## src/rtl/cache_victim_writeback_if.sv

```systemverilog
// Victim-eviction bundle: cache-side request/ack signals plus the beat-wise bus write channel.
// Bus handshake: a beat transfers on every clock edge where BusValid && BusReady; while
// BusValid=1 and BusReady=0 the source holds BusAdr/BusWData/BusLast stable and never drops BusValid.
interface cache_victim_writeback_if #(
  parameter int NUMWAYS = 4,
  parameter int LINELEN = 256,
  parameter int BEATLEN = 64,
  parameter int PA_BITS = 32
);
  logic               EvictReq;
  logic [NUMWAYS-1:0] VictimWay;
  logic               VictimDirty;
  logic [LINELEN-1:0] VictimLine;
  logic [PA_BITS-1:0] VictimAdr;
  logic               BusReady;
  logic               BusValid;
  logic [PA_BITS-1:0] BusAdr;
  logic [BEATLEN-1:0] BusWData;
  logic               BusLast;
  logic               EvictBusy;
  logic               EvictDone;
  logic               ClearDirty;
  logic [NUMWAYS-1:0] ClearWay;

  modport slave (
    input  EvictReq, VictimWay, VictimDirty, VictimLine, VictimAdr, BusReady,
    output BusValid, BusAdr, BusWData, BusLast, EvictBusy, EvictDone, ClearDirty, ClearWay
  );

  modport master (
    output EvictReq, VictimWay, VictimDirty, VictimLine, VictimAdr, BusReady,
    input  BusValid, BusAdr, BusWData, BusLast, EvictBusy, EvictDone, ClearDirty, ClearWay
  );
endinterface

```

## src/rtl/cache_victim_writeback.sv

```systemverilog
// Victim writeback: buffers a dirty victim line, drains it as BEATS bus beats, then
// pulses EvictDone (and ClearDirty for dirty lines). Clean victims complete in one cycle.
module cache_victim_writeback #(
  parameter int NUMWAYS = 4,
  parameter int LINELEN = 256,
  parameter int BEATLEN = 64,
  parameter int PA_BITS = 32
) (
  input  logic                    clk,
  input  logic                    reset,
  cache_victim_writeback_if.slave bus,
  output logic [1:0]              dbg_state
);
  localparam int BEATS      = LINELEN / BEATLEN;
  localparam int CW         = (BEATS > 1) ? $clog2(BEATS) : 1;
  localparam int BEAT_BYTES = BEATLEN / 8;

  typedef enum logic [1:0] {
    IDLE       = 2'd0,
    WRITE      = 2'd1,
    DONE_DIRTY = 2'd2,
    DONE_CLEAN = 2'd3
  } state_t;

  state_t             state, state_n;
  logic [CW-1:0]      beat_cnt;
  logic [LINELEN-1:0] line_q;
  logic [PA_BITS-1:0] adr_q;
  logic [NUMWAYS-1:0] way_q;
  logic               accept_dirty;
  logic               beat_fire;
  logic               beat_last;
  logic [PA_BITS-1:0] beat_off;
  logic [BEATLEN-1:0] beat_data;

  assign accept_dirty = (state == IDLE) && bus.EvictReq && bus.VictimDirty &&
                        (bus.VictimWay != '0);
  assign beat_last    = (beat_cnt == CW'(BEATS - 1));
  assign beat_fire    = (state == WRITE) && bus.BusReady;
  // Offset is formed at full address width so the add wraps modulo 2^PA_BITS.
  assign beat_off     = PA_BITS'(beat_cnt) * PA_BITS'(BEAT_BYTES);

  always_comb begin
    beat_data = '0;
    for (int i = 0; i < BEATS; i++) begin
      if (beat_cnt == CW'(i)) beat_data = line_q[i*BEATLEN +: BEATLEN];
    end
  end

  always_ff @(posedge clk or posedge reset) begin
    if (reset) state <= IDLE;
    else       state <= state_n;
  end

  // Requests arriving outside IDLE (including the DONE_* cycle) are dropped, not queued.
  always_comb begin
    state_n = state;
    case (state)
      IDLE: begin
        if (accept_dirty)      state_n = WRITE;
        else if (bus.EvictReq) state_n = DONE_CLEAN;
      end
      WRITE: begin
        if (beat_fire && beat_last) state_n = DONE_DIRTY;
      end
      DONE_DIRTY: state_n = IDLE;
      DONE_CLEAN: state_n = IDLE;
      default:    state_n = IDLE;
    endcase
  end

  always_ff @(posedge clk or posedge reset) begin
    if (reset) begin
      beat_cnt <= '0;
      line_q   <= '0;
      adr_q    <= '0;
      way_q    <= '0;
    end else if (accept_dirty) begin
      beat_cnt <= '0;
      line_q   <= bus.VictimLine;
      adr_q    <= bus.VictimAdr;
      way_q    <= bus.VictimWay;
    end else if (beat_fire) begin
      beat_cnt <= beat_last ? '0 : beat_cnt + CW'(1);
    end
  end

  assign bus.BusValid   = (state == WRITE);
  assign bus.BusAdr     = (state == WRITE) ? (adr_q + beat_off) : '0;
  assign bus.BusWData   = (state == WRITE) ? beat_data : '0;
  assign bus.BusLast    = (state == WRITE) && beat_last;
  assign bus.EvictBusy  = (state != IDLE);
  assign bus.EvictDone  = (state == DONE_DIRTY) || (state == DONE_CLEAN);
  assign bus.ClearDirty = (state == DONE_DIRTY);
  assign bus.ClearWay   = (state == DONE_DIRTY) ? way_q : '0;
  assign dbg_state      = state;
endmodule

```

## src/flat_wrapper.sv

```systemverilog
// flat-port wrapper written by rule: the top's interface ports become plain ports
module cache_victim_writeback_flat 
#(
  parameter int NUMWAYS = 4,
  parameter int LINELEN = 256,
  parameter int BEATLEN = 64,
  parameter int PA_BITS = 32
)
  (clk, reset, dbg_state, bus_EvictReq, bus_VictimWay, bus_VictimDirty, bus_VictimLine, bus_VictimAdr, bus_BusReady, bus_BusValid, bus_BusAdr, bus_BusWData, bus_BusLast, bus_EvictBusy, bus_EvictDone, bus_ClearDirty, bus_ClearWay);
  cache_victim_writeback_if #(.NUMWAYS(NUMWAYS), .LINELEN(LINELEN), .BEATLEN(BEATLEN), .PA_BITS(PA_BITS)) bus_i ();
  input  logic clk;
  input  logic reset;
  output logic [1:0] dbg_state;
  input wire logic [$bits(bus_i.EvictReq)-1:0] bus_EvictReq;
  input wire logic [$bits(bus_i.VictimWay)-1:0] bus_VictimWay;
  input wire logic [$bits(bus_i.VictimDirty)-1:0] bus_VictimDirty;
  input wire logic [$bits(bus_i.VictimLine)-1:0] bus_VictimLine;
  input wire logic [$bits(bus_i.VictimAdr)-1:0] bus_VictimAdr;
  input wire logic [$bits(bus_i.BusReady)-1:0] bus_BusReady;
  output wire logic [$bits(bus_i.BusValid)-1:0] bus_BusValid;
  output wire logic [$bits(bus_i.BusAdr)-1:0] bus_BusAdr;
  output wire logic [$bits(bus_i.BusWData)-1:0] bus_BusWData;
  output wire logic [$bits(bus_i.BusLast)-1:0] bus_BusLast;
  output wire logic [$bits(bus_i.EvictBusy)-1:0] bus_EvictBusy;
  output wire logic [$bits(bus_i.EvictDone)-1:0] bus_EvictDone;
  output wire logic [$bits(bus_i.ClearDirty)-1:0] bus_ClearDirty;
  output wire logic [$bits(bus_i.ClearWay)-1:0] bus_ClearWay;
  assign bus_i.EvictReq = bus_EvictReq;
  assign bus_i.VictimWay = bus_VictimWay;
  assign bus_i.VictimDirty = bus_VictimDirty;
  assign bus_i.VictimLine = bus_VictimLine;
  assign bus_i.VictimAdr = bus_VictimAdr;
  assign bus_i.BusReady = bus_BusReady;
  assign bus_BusValid = bus_i.BusValid;
  assign bus_BusAdr = bus_i.BusAdr;
  assign bus_BusWData = bus_i.BusWData;
  assign bus_BusLast = bus_i.BusLast;
  assign bus_EvictBusy = bus_i.EvictBusy;
  assign bus_EvictDone = bus_i.EvictDone;
  assign bus_ClearDirty = bus_i.ClearDirty;
  assign bus_ClearWay = bus_i.ClearWay;
  cache_victim_writeback #(.NUMWAYS(NUMWAYS), .LINELEN(LINELEN), .BEATLEN(BEATLEN), .PA_BITS(PA_BITS)) u_core (.clk(clk), .reset(reset), .bus(bus_i), .dbg_state(dbg_state));
endmodule
```

## config.mk

```make
export PLATFORM = sky130hd
export DESIGN_NAME = cache_victim_writeback_flat
export DESIGN_NICKNAME = d
export VERILOG_FILES = /design/src/rtl/cache_victim_writeback_if.sv /design/src/rtl/cache_victim_writeback.sv /design/src/flat_wrapper.sv
export SDC_FILE = /design/constraint.sdc
export NUM_CORES = 1
export LEC_CHECK = 0
export ABC_CLOCK_PERIOD_IN_PS = 13400
export CAP_MARGIN = 20
export CELL_PAD_IN_SITES_DETAIL_PLACEMENT = 1
export CELL_PAD_IN_SITES_GLOBAL_PLACEMENT = 2
export CORE_MARGIN = 2
export CORE_UTILIZATION = 30
export DETAILED_ROUTE_END_ITERATION = 6
export GPL_TIMING_DRIVEN = 0
export PLACE_DENSITY_LB_ADDON = 0.25
export SYNTH_ARGS = -nofsm -noshare
export SYNTH_HDL_FRONTEND = slang
export SYNTH_SLANG_ARGS = --single-unit
```

## constraint.sdc

```tcl
create_clock -name clk -period 13.4 [get_ports clk]
set_clock_uncertainty 0.1 [all_clocks]
set_input_delay 2.68 -clock clk [delete_from_list [all_inputs] [get_ports clk]]
set_output_delay 2.68 -clock clk [all_outputs]
set_load 0.005 [all_outputs]
```

==> out/qor.csv, run 1 <==
metric;value;unit
run_status;complete, no violations;
fin_crit;7.11;ns
hold-path-endpoint;u_core.adr_q[1];
r2r-end;u_core.line_q[124];
rrSetupSlack;10.57;ns
drt-initial-drc-count;570;
path_delay_family;buffers and inverters;
p_switching;1.63;mW
fmax;141;MHz
dpl.hpwl;37500;um
drc;0;
clkSinkCount;296;
place_congestion;0.775;
critical_path_class;reg2out;
htreeDepth;2;
pwr-share-comb;0.425;
clock_path_buffers;3;
synth_nets;1395;
slowest_delay;0.75;ns
hp-class;reg2reg;
drt_wl_total;51500;um
p_leak;7.88;nW
p_sw_frac;0.341;
cts_made_buffers;37;
reg2reg_from;u_core.dbg_state[1];
slew_headroom;0.328;
r2r_cells;6;
netlist_instances;1091;
synth_seq_area_share;0.532;
timing.critical_path.cells;inv_1 > ha_1 > clkbuf_1 > clkbuf_1 > clkbuf_1 > a221oi_1 > o31ai_1 > clkdlybuf4s50_1;
clkTransAtPathRegs;0.06;ns
antenna_found_initial;13;
grt_overflow;0;
firstDrtPassIters;6;
finish.utilization;0.441;
initial_core_util;0.305;
dieArea;48100;um^2
fillers;4828;
fin_crit_sh;0.530;
via_count;10968;
worst_setup_path_end_kind;output pin;
synth-seq-cells;296;
yosysUniqueCellTypes;42;
synthToLayoutAreaGrowth;44.5;%
worstMarginPinSlew;1.01;ns
ant_nets;0;
synth_flop_cell;dfrtp_1;
wire_per_inst;23.7;um
finalSetupViolations;0;
grt_pass1_vias;11945;
hold_depth;1;
cts-resized-gates;0;
fin_ws;6.29;ns
cts-root-buf;clkbuf_16;
crit_top_cell;clkbuf_1;
fin_cells;2169;
rsz0062_at_grt;false;
pre_cts_slack;6.77;ns
via_per_inst;5.06;
ys_warn_count;0;
synth_area;13900;um^2
drive_above_1_share;0.249;
cts_setup_buffers;0;
hold_start;u_core.adr_q[1];
hold_viol;0;
worstPathMaxFanout;10;
io_pins;404;
clk-insertion-delay-late;0.54;ns
dp_cells;2096;
grt_use_total;0.213;
async_flop_share;1.00;
dieWidth;219;um
final_nets;1839;
avgSynthCellArea;12.8;um^2
grt_pass1_wl;76100;um
die_h;219;um
crit_slowest_cell;clkbuf_1;
p_int;3.13;mW
ir_drop;104;uV
power.density;237;nW/um^2
row_count;78;
fp.coreArea;45600;um^2
finalMaxSlewViolations;0;
tritoncts;yes;
tns;0;ns
holdBufCountCts;0;
clkPwrFrac;0.231;
start_kind;register;
power_frac_seq;0.344;
cp_num_buf_inv;5;
grt_max_degree;118;
synth_edf_count;0;
io_buffer_count;403;
max_cap_viol_count;0;
worst_ep_required_time;10.62;ns
arrival;4.33;ns
## how the worst max path moves through the flow
| stage | from | endpoint | cells after the start |
|---|---|---|---|
| after floorplan | reset | u_core.adr_q[0] | 1 |
| after global placement | reset | u_core.adr_q[21] | 2 |
| after detailed placement | u_core.beat_cnt[0] | bus_BusWData[23] | 8 |
| after CTS | u_core.beat_cnt[0] | bus_BusWData[23] | 8 |
| after global routing | u_core.beat_cnt[0] | bus_BusWData[23] | 8 |
| final | u_core.beat_cnt[0] | bus_BusWData[23] | 8 |
## Yosys cell counts, types with 2 or more instances
| cell | instances | area [um^2] |
|---|---|---|
| nor4_1 | 4 | 25.0 |
| clkbuf_1 | 37 | 139 |
| nor3_1 | 5 | 25.0 |
| dfrtp_1 | 296 | 7410 |
| nand3_1 | 74 | 370 |
| or4_4 | 2 | 22.5 |
| or3_1 | 11 | 68.8 |
| buf_1 | 17 | 63.8 |
| xor2_1 | 6 | 52.6 |
| nand2b_1 | 3 | 18.8 |
| nor2b_1 | 66 | 413 |
| and2_1 | 10 | 62.6 |
| a22o_1 | 3 | 26.3 |
| o31ai_1 | 65 | 488 |
| and3_1 | 2 | 12.5 |
| and4_1 | 3 | 26.3 |
| or4_1 | 4 | 30.0 |
| nand4_2 | 2 | 25.0 |
| inv_1 | 6 | 22.5 |
| mux2_2 | 289 | 3250 |
| mux2i_1 | 2 | 20.0 |
| buf_4 | 28 | 210 |
| nor2_1 | 16 | 60.1 |
| nand2_1 | 15 | 56.3 |
| buf_2 | 5 | 25.0 |
| a221oi_1 | 63 | 552 |
| a21oi_1 | 16 | 80.1 |
| xnor2_1 | 7 | 61.3 |
| ha_1 | 6 | 75.1 |
| o21ai_0 | 11 | 55.1 |
| nand4_1 | 6 | 37.5 |
## layer usage
metal,global-route usage,share of wire,vias to the layer above
met5,0,0.0019,-
met4,0.0606,0.019,16
met3,0.0636,0.080,66
met2,0.348,0.48,300
met1,0.272,0.42,5604
li1,-,-,4982
## logic make-up after synthesis
| family | Yosys count | share of synthesized area |
|---|---|---|
| compound gates | 164 | 0.0903 |
| simple gates | 227 | 0.0941 |
| mux | 291 | 0.235 |
| flops | 296 | 0.532 |
| xor+xnor | 13 | 0.00818 |
| fa+ha+maj | 7 | 0.00683 |
| buf+inv | 93 | 0.0331 |
## worst register-to-register path, cell delays in order, from the launching register on
cell,delay [ns]
dfrtp_1,0.47
nor2_1,0.30
and3_1,0.32
o41a_1,0.40
buf_2,0.43
buf_4,0.32
mux2_2,0.38
## power by group through the flow
stage / Sequential, mW / Combinational (mW) / Clock (mW)
2_1_floorplan: 1.55 / 1.11 / 0
5_1_grt: 1.71 / 2.19 / 1.17
3_5_place_dp: 1.65 / 2.05 / 0
4_1_cts: 1.64 / 2.06 / 1.13
6_report: 1.64 / 2.02 / 1.10
3_3_place_gp: 1.63 / 2.00 / 0
## cell usage in the layout, fill, tap and decap left out, drive strengths merged, types with 4 or more instances in the layout
| master | instances |
|---|---|
| buf | 52 |
| dfrtp | 296 |
| nor2 | 16 |
| o31ai | 65 |
| a221oi | 63 |
| and2 | 10 |
| nand2 | 15 |
| nor4 | 4 |
| xor2 | 6 |
| nand3 | 75 |
| xnor2 | 7 |
| mux2 | 289 |
| or3 | 11 |
| nor2b | 66 |
| o21ai | 11 |
| clkbuf | 91 |
| nor3 | 5 |
| or4 | 6 |
| nand4 | 9 |
| diode | 7 |
| ha | 6 |
| clkdlybuf4s50 | 403 |
| bufinv | 7 |
| a21oi | 16 |
| clkinv | 4 |
| inv | 7 |
## flip-flops by register name, summed over array words and instances (netlist names)
name	count
u_core.adr_q	32
u_core.dbg_state	2
u_core.line_q	256
u_core.beat_cnt	2
u_core.way_q	4
## per-stage QoR
stage,area (um^2),power (mW),hold slack (ns)
after floorplan,13900,2.66,0.358
after global routing,20100,5.07,0.415
after global placement,18700,3.63,0.380
final,20100,4.76,0.400
after detailed placement,18800,3.70,0.387
after CTS,20100,4.83,0.400
## layout make-up
| type | instances | area [um^2] | area share |
|---|---|---|---|
| Clock inverter | 12 | 243 | 0.0121 |
| Multi-Input combinational cell | 702 | 6050 | 0.301 |
| Inverter | 6 | 30.0 | 0.00149 |
| Tap cell | 600 | 751 | 0.0373 |
| Sequential cell | 296 | 7410 | 0.368 |
| Timing Repair Buffer | 405 | 4090 | 0.203 |
| Antenna cell | 7 | 17.5 | 0.000871 |
| Clock buffer | 54 | 1080 | 0.0538 |
| Buffer | 87 | 438 | 0.0218 |
(Power assumes the default switching activity.)
==> inputs of run 2 (changes only) <==
--- a/config.mk
+++ b/config.mk
@@ -5,7 +5,7 @@
 export SDC_FILE = /design/constraint.sdc
 export NUM_CORES = 1
 export LEC_CHECK = 0
-export ABC_CLOCK_PERIOD_IN_PS = 13400
+export ABC_CLOCK_PERIOD_IN_PS = 7200
 export CAP_MARGIN = 20
 export CELL_PAD_IN_SITES_DETAIL_PLACEMENT = 1
 export CELL_PAD_IN_SITES_GLOBAL_PLACEMENT = 2
==> constraint.sdc (replaced) <==
create_clock -name clk -period 7.2 [get_ports clk]
set_clock_uncertainty 0.1 [all_clocks]
set_input_delay 1.44 -clock clk [delete_from_list [all_inputs] [get_ports clk]]
set_output_delay 1.44 -clock clk [all_outputs]
set_load 0.005 [all_outputs]
==> out/qor.csv, run 2 (synthesis gave the netlist of run 1 again) <==
metric;value;unit
run_status;complete, no violations;
firstDrtPassIters;5;
largest_reg_flops;256;
p_leak;7.86;nW
slew_headroom;0.354;
reg2reg_from;u_core.dbg_state[1];
clock_path_buffers;3;
clkSinkCount;296;
clk-insertion-delay-late;0.53;ns
holdBufCountCts;0;
largest_registers;u_core.line_q: 256 flops, u_core.adr_q: 32 flops, u_core.way_q: 4 flops;
rsz0062_at_grt;false;
hold_viol;0;
clkTransAtPathRegs;0.06;ns
cts_setup_buffers;0;
grt_overflow;0;
r2r_cells;6;
cts_made_buffers;36;
fp.coreArea;45600;um^2
start_kind;register;
critPathLaunch;u_core.beat_cnt[0];
arrival;4.13;ns
critical_path_class;reg2out;
regMostFlops;u_core.line_q;
mostFrequentLayoutCell;clkdlybuf4s50_1;
htreeDepth;2;
drt-initial-drc-count;448;
grt_pass1_vias;12137;
fin_crit_sh;0.788;
worst_setup_path_end_kind;output pin;
fin_crit;5.67;ns
cts-root-buf;clkbuf_16;
worst_ep_required_time;5.66;ns
dieArea;48100;um^2
synthToLayoutAreaGrowth;44.1;%
hold_start;u_core.adr_q[0];
wire_per_inst;23.5;um
grt_max_degree;40;
place_congestion;0.794;
via_per_inst;5.05;
finalSetupViolations;0;
via_count;10951;
cts-resized-gates;0;
finish.utilization;0.440;
tritoncts;yes;
io_buffer_count;403;
dpl.hpwl;37900;um
die_h;219;um
drive_above_1_share;0.254;
io_pins;404;
layout_common_cells;403 x clkdlybuf4s50_1, 296 x dfrtp_1, 289 x mux2_2;
row_count;78;
fmax;176;MHz
hold_depth;1;
max_cap_viol_count;0;
ant_nets;0;
power.density;431;nW/um^2
drt_wl_total;51000;um
drc;0;
worstMarginPinSlew;0.968;ns
final_nets;1844;
antenna_found_initial;9;
hp-class;reg2reg;
ir_drop;205;uV
worstPathMaxFanout;10;
grt_use_total;0.212;
hold_ws;0.396;ns
finalMaxSlewViolations;0;
initial_core_util;0.305;
dieWidth;219;um
grt_pass1_wl;75900;um
[run 2: cell types whose count changed in the layout (fill, tap and decap cells not counted), sizes merged]
cell / before / now
buf: 52 / 58
bufinv: 7 / 3
clkbuf: 91 / 84
clkinv: 4 / 10
clkinvlp: 0 / 2
diode: 7 / 5
[run 2: metrics by stage]
stage | TNS, ns | cells | instance area (um^2) | setup slack, ns | power, mW
finish | 0 | 2170 | 20100 | 1.53 | 8.64
global route | 0 | 2168 | 20100 | 1.28 | 9.22
CTS | 0 | 2165 | 20000 | 1.44 | 8.78
detailed placement | 0 | 2102 | 18900 | 2.03 | 6.88
global placement | -225.28 | 2094 | 18700 | -0.797 | 6.76
floorplan | 0 | 1091 | 13900 | 1.73 | 4.96
[run 2: where the power goes]
group / internal, mW / switching [mW] / leakage, nW
Sequential: 2.50 / 0.538 / 3.56
Combinational: 2.04 / 1.71 / 3.72
Clock: 1.10 / 0.749 / 0.589
Total: 5.64 / 3.00 / 7.86
[run 2: path summary, 6_finish.rpt]
check | to | slack [ns]
max | bus_BusWData[25] | 1.53
min | u_core.adr_q[0] | 0.40
max reg2reg | u_core.line_q[190] | 4.54
min reg2reg | u_core.adr_q[0] | 0.40
max in group asynchronous | u_core.adr_q[18] | 4.17
min in group asynchronous | u_core.line_q[217] | 1.20
[run 2: area by class of cell]
type                    instances  area (um^2)
clock inverters                16          165
diodes                          5         12.5
inverters                       6         26.3
clock buffers                  47         1010
multi-input cells             702         6050
plain buffers                  87          438
flip-flops and latches        296         7410
well taps                     600          751
fillers                      4764        25500
repair buffers                411         4190
[run 2: metal layers]
metal,routed length [um],GRT usage,part of all wire,up-vias
li1,-,-,-,4968
met1,21800,0.274,0.43,5610
met2,24700,0.350,0.48,295
met3,3430,0.0514,0.067,70
met4,1060,0.0649,0.021,8
met5,58,0,0.0011,-
[run 2: worst max-delay path, cell delays in order (launching register included)]
cell             delay (ns)
dfrtp_1                0.45
inv_1                  0.12
ha_1                   0.14
clkbuf_1               0.71
clkbuf_1               0.54
clkbuf_1               0.52
a221oi_1               0.10
o31ai_1                0.41
clkdlybuf4s50_1        0.59
